## src/rtl/pipe_pkg.sv

```systemverilog
// Shared definitions for pipeline boundary registers: default field widths
// and the occupancy state encoding used by the skid stage.
package pipe_pkg;

    localparam int PIPE_DATA_W = 32;
    localparam int PIPE_CTRL_W = 4;
    localparam int PIPE_DST_W  = 5;

    // Encoding doubles as the held-beat count.
    typedef enum logic [1:0] {
        ST_EMPTY = 2'd0,
        ST_ONE   = 2'd1,
        ST_FULL  = 2'd2
    } skid_state_t;

endpackage

```

## src/rtl/pipe_skid_stage.sv

```systemverilog
// Two-entry pipeline boundary register (output register plus skid register)
// with fully registered ready/valid handshakes and a flush that kills all beats.
module pipe_skid_stage
    import pipe_pkg::*;
#(
    parameter int DATA_W = PIPE_DATA_W,
    parameter int CTRL_W = PIPE_CTRL_W,
    parameter int DST_W  = PIPE_DST_W
) (
    input  logic              clk,
    input  logic              rst,
    input  logic              valid_i,
    output logic              ready_o,
    input  logic [DATA_W-1:0] data_i,
    input  logic [DST_W-1:0]  dst_i,
    input  logic [CTRL_W-1:0] ctrl_i,
    input  logic              flush_i,
    output logic              valid_o,
    input  logic              ready_i,
    output logic [DATA_W-1:0] data_o,
    output logic [DST_W-1:0]  dst_o,
    output logic [CTRL_W-1:0] ctrl_o,
    output logic [1:0]        count_o
);

    skid_state_t state, next_state;

    logic              valid_q, ready_q;
    logic [DATA_W-1:0] out_data, skid_data;
    logic [DST_W-1:0]  out_dst, skid_dst;
    logic [CTRL_W-1:0] out_ctrl, skid_ctrl;

    logic accept, drain;
    logic load_out_in, load_out_skid, load_skid;

    assign accept = valid_i && ready_q;
    assign drain  = valid_q && ready_i;

    always_comb begin
        next_state    = state;
        load_out_in   = 1'b0;
        load_out_skid = 1'b0;
        load_skid     = 1'b0;
        if (flush_i) begin
            next_state = ST_EMPTY;
        end else begin
            case (state)
                ST_EMPTY: begin
                    if (accept) begin
                        next_state  = ST_ONE;
                        load_out_in = 1'b1;
                    end
                end
                ST_ONE: begin
                    if (accept && drain) begin
                        load_out_in = 1'b1;
                    end else if (accept) begin
                        next_state = ST_FULL;
                        load_skid  = 1'b1;
                    end else if (drain) begin
                        next_state = ST_EMPTY;
                    end
                end
                ST_FULL: begin
                    if (drain) begin
                        next_state    = ST_ONE;
                        load_out_skid = 1'b1;
                    end
                end
                default: next_state = ST_EMPTY;
            endcase
        end
    end

    // Handshake flags are flopped from the next state so neither depends
    // combinationally on the opposite side's handshake.
    always_ff @(posedge clk or posedge rst) begin
        if (rst) begin
            state     <= ST_EMPTY;
            valid_q   <= 1'b0;
            ready_q   <= 1'b1;
            out_data  <= '0;
            out_dst   <= '0;
            out_ctrl  <= '0;
            skid_data <= '0;
            skid_dst  <= '0;
            skid_ctrl <= '0;
        end else begin
            state   <= next_state;
            valid_q <= (next_state != ST_EMPTY);
            ready_q <= (next_state != ST_FULL);
            if (load_out_in) begin
                out_data <= data_i;
                out_dst  <= dst_i;
                out_ctrl <= ctrl_i;
            end else if (load_out_skid) begin
                out_data <= skid_data;
                out_dst  <= skid_dst;
                out_ctrl <= skid_ctrl;
            end
            if (load_skid) begin
                skid_data <= data_i;
                skid_dst  <= dst_i;
                skid_ctrl <= ctrl_i;
            end
        end
    end

    assign valid_o = valid_q;
    assign ready_o = ready_q;
    assign data_o  = out_data;
    assign dst_o   = out_dst;
    assign ctrl_o  = valid_q ? out_ctrl : '0;
    assign count_o = state;

endmodule

```

## config.mk

```make
export PLATFORM = sky130hd
export DESIGN_NAME = pipe_skid_stage
export DESIGN_NICKNAME = d
export VERILOG_FILES = /design/src/rtl/pipe_pkg.sv /design/src/rtl/pipe_skid_stage.sv
export SDC_FILE = /design/constraint.sdc
export NUM_CORES = 1
export LEC_CHECK = 0
export BUFFER_PORTS_ARGS = -buffer_cell sky130_fd_sc_hd__buf_2
export CAP_MARGIN = 25
export CORE_ASPECT_RATIO = 0.7
export CORE_MARGIN = 1.5
export CORE_UTILIZATION = 54
export CTS_CLUSTER_SIZE = 8
export DETAILED_ROUTE_END_ITERATION = 10
export GPL_ROUTABILITY_DRIVEN = 0
export GPL_TIMING_DRIVEN = 0
export PLACE_DENSITY = 0.79
export SETUP_SLACK_MARGIN = 0.05
export SLEW_MARGIN = 20
export SYNTH_ARGS = -nofsm -noshare
export SYNTH_HDL_FRONTEND = slang
export SYNTH_SLANG_ARGS = --single-unit
```

## constraint.sdc

```tcl
create_clock -name clk -period 4.7 [get_ports clk]
set_clock_uncertainty 0.1 [all_clocks]
set_input_delay 1.41 -clock clk [delete_from_list [all_inputs] [get_ports clk]]
set_output_delay 1.41 -clock clk [all_outputs]
set_load 0.03 [all_outputs]
```

==> flow_summary.ini, run 1 <==
[timing]
final-setup-viol-count = 0
tns_ns = 0
fin_crit_sh_pct = 62.9
hold_viol = 0
maxSlewHeadroom_pct = 62.8
clock.fmax_mhz = 339
worst_slew_pin_slew_ns = 0.558
holdWs_ns = 0.412
rsz0062_at_grt = no
drv_slew = 0
period_needed_ns = 2.95

[floorplanning]
die_w_um = 107
start_util_pct = 56.1
die_area_sq_um = 8180
dieHeight_um = 76.1
io_pins = 91
placeableCoreArea_sq_um = 7350
num_rows = 26

[pwr]
power_density_nw_per_um2 = 468
p_leak_nw = 2.19
pwr-share-comb_pct = 31.3
switching_power_w = 0.000804
internal-power_w = 0.00149
seq_power_share_pct = 47.5
swShare_pct = 35.0
vdd_ir_drop_max_v = 0.000292
fin_total_pwr_w = 0.00230
power_frac_clock_pct = 21.2

[critical_path]
timing.rr.end = skid_dst[0]$_DFFE_PP0P_
r2r-start = valid_o$_DFF_PP0_
reg2reg_slack_ns = 2.48
critPathRequiredTime_ns = 3.19
critPathKind = register to output pin
cp_max_fo = 9
cp.arrival_ns = 1.44
r2r_cells = 6
start_kind = register
critPathCaptureType = output pin

[status]
status = finished clean

[placed_design]
port-buffer-count = 90
hpwl_um = 6890

[hold_path]
hp-class = register to register
min_to = skid_dst[1]$_DFFE_PP0P_
min_from = skid_dst[1]$_DFFE_PP0P_
hold_depth = 1

[cts]
cts-root-buf = clkbuf_8
clk_path_buf_depth = 2
htree_levels = 3
clk-insertion-delay-late_ns = 0.36
clock_sink_count = 86
post-cts-setup-buffer-count = 0
cts_tree = yes
cts_resized = 0
holdBufCountCts = 0
cts_buffers = 9
path_clk_slew_ns = 0.09

[layout]
fin_nets = 500
layout-drive-gt1-share_pct = 34.4
antenna_cells = 0
area_growth_pct = 19.0
utilization_pct = 66.7

[logic_synthesis]
syn-num-nets = 398
netlist_area_sq_um = 4130
synthArstFlopShare_pct = 100
yosys_warnings = 0
ys_ff_latch = 86
synth.top_cell.area_share_pct = 51.6
ys_top_cells_by_count = dfrtp_1, a31oi_1, nand3b_1, nor3_1, mux2_4
seq_area_frac_synth_pct = 52.2
synth.largest_area_cell = dfrtp_1
synth_edf_count = 0
synthFlopType = dfrtp_1
synth_area_leaders = dfrtp_1, mux2_4, nand3b_1
syn_avg_cell_area_sq_um = 11.7
synth_cell_types = 27
yosysMostFrequentCell = dfrtp_1
syn-instance-count = 352

[routing]
dr_wl_met3_um = 800
viasPerCell = 5.98
wl_met1_um = 4900
ant_nets = 0
highest_layer = met4
route.met2.wl_um = 4720
vias = 3330
drtIter0Drc = 205
dr.pass1.iters = 5
routedWlPerCell_um = 18.8
drc = 0
drt_wl_total_um = 10500

[grt]
grt_max_degree = 48
grt_util_all_layers_pct = 27.1
grt_pass1_vias = 3372
grt-ovfl-total = 0
grt_pass1_wl_um = 17300
antenna_found_initial = 0

[run]
drv_cap = 0
[area by class of cell]
type / count / area, sq um
plain buffers: 38 / 219
repair buffers: 91 / 478
clock buffers: 9 / 124
well taps: 98 / 123
inverters: 2 / 10.0
clock inverters: 7 / 55.1
multi-input cells: 226 / 1750
flip-flops and latches: 86 / 2150
fillers: 587 / 2440
[cells by family after synthesis]
family / after synthesis / share of synthesized area [%]
mux: 41 / 14.8
simple gates: 96 / 14.8
flops: 86 / 52.2
compound gates: 89 / 12.7
buf+inv: 40 / 5.49
[power by group through the flow]
stage / combinational [W] / sequential (W) / clock [W]
CTS: 0.000722 / 0.00109 / 0.000492
floorplan: 0.000368 / 0.00124 / 0
detailed placement: 0.000716 / 0.00110 / 0
global placement: 0.000698 / 0.00109 / 0
finish: 0.000720 / 0.00109 / 0.000486
global route: 0.000773 / 0.00112 / 0.000526
[critical path: stages (launching register included)]
cell and delay (ns):
dfrtp_1 0.36, clkbuf_1 0.33, and2_1 0.20, buf_2 0.20
[registers in the layout, summed over array words and instances, names as in the netlist]
register   cells
ready_o        1
data_o        32
skid_data     32
valid_o        1
skid_ctrl      4
count_o        2
out_ctrl       4
skid_dst       5
dst_o          5
[cells in the final DEF (no fill, tap or decap), types with 2 or more instances in the layout]
| cell type | Yosys | layout |
|---|---|---|
| a31oi_1 | 41 | 41 |
| buf_12 | 4 | 4 |
| o21ai_1 | 8 | 8 |
| buf_2 | 3 | 93 |
| clkinvlp_4 | 0 | 2 |
| clkbuf_1 | 30 | 30 |
| nor3_1 | 41 | 41 |
| dfrtp_1 | 85 | 85 |
| inv_6 | 0 | 3 |
| nand2_1 | 3 | 3 |
| nand4b_1 | 2 | 2 |
| and2_1 | 4 | 4 |
| clkbuf_8 | 0 | 9 |
| nand3b_1 | 41 | 41 |
| a21oi_1 | 3 | 3 |
| o21ai_0 | 33 | 33 |
| mux2_4 | 40 | 40 |
[worst max path at each step]
stage | slack (ns) | start | cells past startpoint | endpoint
final | 1.75 | valid_o$_DFF_PP0_ | 3 | ctrl_o[1]
after global routing | 1.64 | valid_o$_DFF_PP0_ | 3 | ctrl_o[1]
after CTS | 1.73 | valid_o$_DFF_PP0_ | 3 | ctrl_o[1]
after detailed placement | 1.53 | flush_i | 7 | data_o[5]$_DFFE_PP0P_
after global placement | -0.008 | rst | 2 | data_o[21]$_DFFE_PP0P_
after floorplan | 0.97 | rst | 1 | count_o[0]$_DFF_PP0_
[routing by layer]
| metal | up-vias | GRT usage, % |
|---|---|---|
| met3 | 7 | 7.36 |
| met4 | 0 | 6.45 |
| met2 | 161 | 40.0 |
| met5 | - | 0 |
| met1 | 1659 | 39.9 |
| li1 | 1503 | - |
[through the flow]
stage / setup slack [ns] / cells / area, sq um
floorplan: 0.970 / 352 / 4130
global placement: -0.00816 / 540 / 4700
detailed placement: 1.53 / 541 / 4730
CTS: 1.73 / 557 / 4910
global route: 1.64 / 557 / 4910
finish: 1.75 / 557 / 4910
Note: power is estimated with default switching activity, not from simulation.
==> run 2: changes to the inputs <==
- CORE_UTILIZATION: 54 -> 49
- PLACE_DENSITY: 0.79 -> 0.76
- clock period: 4.7 -> 2.7 ns (I/O delays scaled with it)
==> run 2 against run 1 <==
  * Clock power rose to 2.7 times the previous value
  * Core utilization decreased by 3.1 points
  * Die area increased by 9.9%
  * Critical path type unchanged
  * Register-to-register slack lost 2.0 ns
  * First-iteration DRC count is 37% higher
  * Critical path depth stayed put
  * Critical endpoint unchanged
  * Sequential share of layout area shrank 1.6 points
  * Routed wire length grew 2.3%
  * Worst hold slack got worse by 0.13 ns
  * Combinational power is 75% higher
  * Design area is 3.8% higher
==> flow_summary.ini, run 2 (synthesis results as in run 1) <==
[grt]
grt-ovfl-total = 0
grt_pass1_wl_um = 17800
grt_pass1_vias = 3477
grt_max_degree = 33
grt_util_all_layers_pct = 25.6
antenna_found_initial = 0

[floorplanning]
start_util_pct = 51.5
io_pins = 91
die_w_um = 113
placeableCoreArea_sq_um = 8010
die_area_sq_um = 8990
num_rows = 27
dieHeight_um = 79.8

[critical_path]
critPathRequiredTime_ns = 1.79
start_kind = register
critPathKind = register to output pin
reg2reg_slack_ns = 0.48
critPathCaptureType = output pin
cp_max_fo = 9
cp.arrival_ns = 1.44

[layout]
final_cell_mix = buf_2, dfrtp_1, nand3b_1, nor3_1, a31oi_1
fin_nets = 502
layout-drive-gt1-share_pct = 34.7
multi_input_area_sq_um = 1750
seqCellArea_sq_um = 2150
utilization_pct = 63.6
nFillCells = 649
area_growth_pct = 23.5
antenna_cells = 0
layout_commonest_cell = buf_2

[cts]
path_clk_slew_ns = 0.06
post-cts-setup-buffer-count = 0
holdBufCountCts = 0
cts_buffers = 9
cts_resized = 0
htree_levels = 3
clock_sink_count = 86
cts-root-buf = clkbuf_16
clk_path_buf_depth = 2
cts_tree = yes
clk-insertion-delay-late_ns = 0.34

[routing]
routedWlPerCell_um = 19.1
dr.pass1.iters = 4
drtIter0Drc = 281
drt_wl_total_um = 10700
viasPerCell = 5.95
vias = 3342
drc = 0
ant_nets = 0

[placed_design]
port-buffer-count = 90
pre_cts_ws_ns = 0.0849
hpwl_um = 7190

[timing]
period_needed_ns = 2.35
final-setup-viol-count = 0
holdWs_ns = 0.284
rsz0062_at_grt = no
setup_ws_ns = 0.349
worst_slew_pin_slew_ns = 0.562
fin_crit_sh_pct = 87.1
hold_viol = 0
tns_ns = 0
drv_slew = 0
clock.fmax_mhz = 425
maxSlewHeadroom_pct = 62.6

[run]
drv_cap = 0

[status]
status = finished clean

[hold_path]
hp-class = input port to asynchronous set/reset pin

[pwr]
power_density_nw_per_um2 = 879
fin_total_pwr_w = 0.00448
vdd_ir_drop_max_v = 0.000514
p_leak_nw = 2.28
-- run 2: layout make-up --
type	count	share of cell area, %
Clock buffer	13	5.50
Tap cell	101	2.48
Inverter	2	0.221
Buffer	38	4.30
Sequential cell	86	42.3
Timing Repair Buffer	93	10.2
Clock inverter	3	0.786
Multi-Input combinational cell	226	34.3
-- run 2: stage by stage --
stage	std cells	cell area [sq um]
2_1_floorplan	352	4130
3_3_place_gp	543	4710
3_5_place_dp	546	4770
4_1_cts	562	5090
5_1_grt	562	5090
6_report	562	5090
-- run 2: metal layers --
metal  vias to the layer above  routed length, um  global-route usage [%]
met4                         0                 93                    5.06
li1                       1508                  -                       -
met5                         -                  0                       0
met2                       158               4810                    39.0
met3                        14                751                    7.37
met1                      1662               5080                    36.8
-- run 2: critical path, stage by stage (launching register included) --
cell and delay, ns:
dfrtp_1 0.34, clkbuf_1 0.35, and2_1 0.21, buf_2 0.20
-- run 2: final timing paths --
path | start | end | depth (start not counted)
worst max-delay path | valid_o$_DFF_PP0_ | ctrl_o[1] | 3
worst min-delay path | rst | data_o[30]$_DFFE_PP0P_ | 2
worst max register to register | valid_o$_DFF_PP0_ | skid_data[21]$_DFFE_PP0P_ | 6
worst min register to register | skid_dst[1]$_DFFE_PP0P_ | skid_dst[1]$_DFFE_PP0P_ | 1
max in group asynchronous | rst | skid_data[21]$_DFFE_PP0P_ | 4
min in group clk | skid_dst[1]$_DFFE_PP0P_ | skid_dst[1]$_DFFE_PP0P_ | 1
-- run 2: power breakdown --
part           internal (W)  switching [W]  total, W  leakage (nW)
combinational      0.000579       0.000685   0.00126          1.12
clock              0.000814       0.000492   0.00131         0.162
sequential          0.00169       0.000222   0.00191         0.999
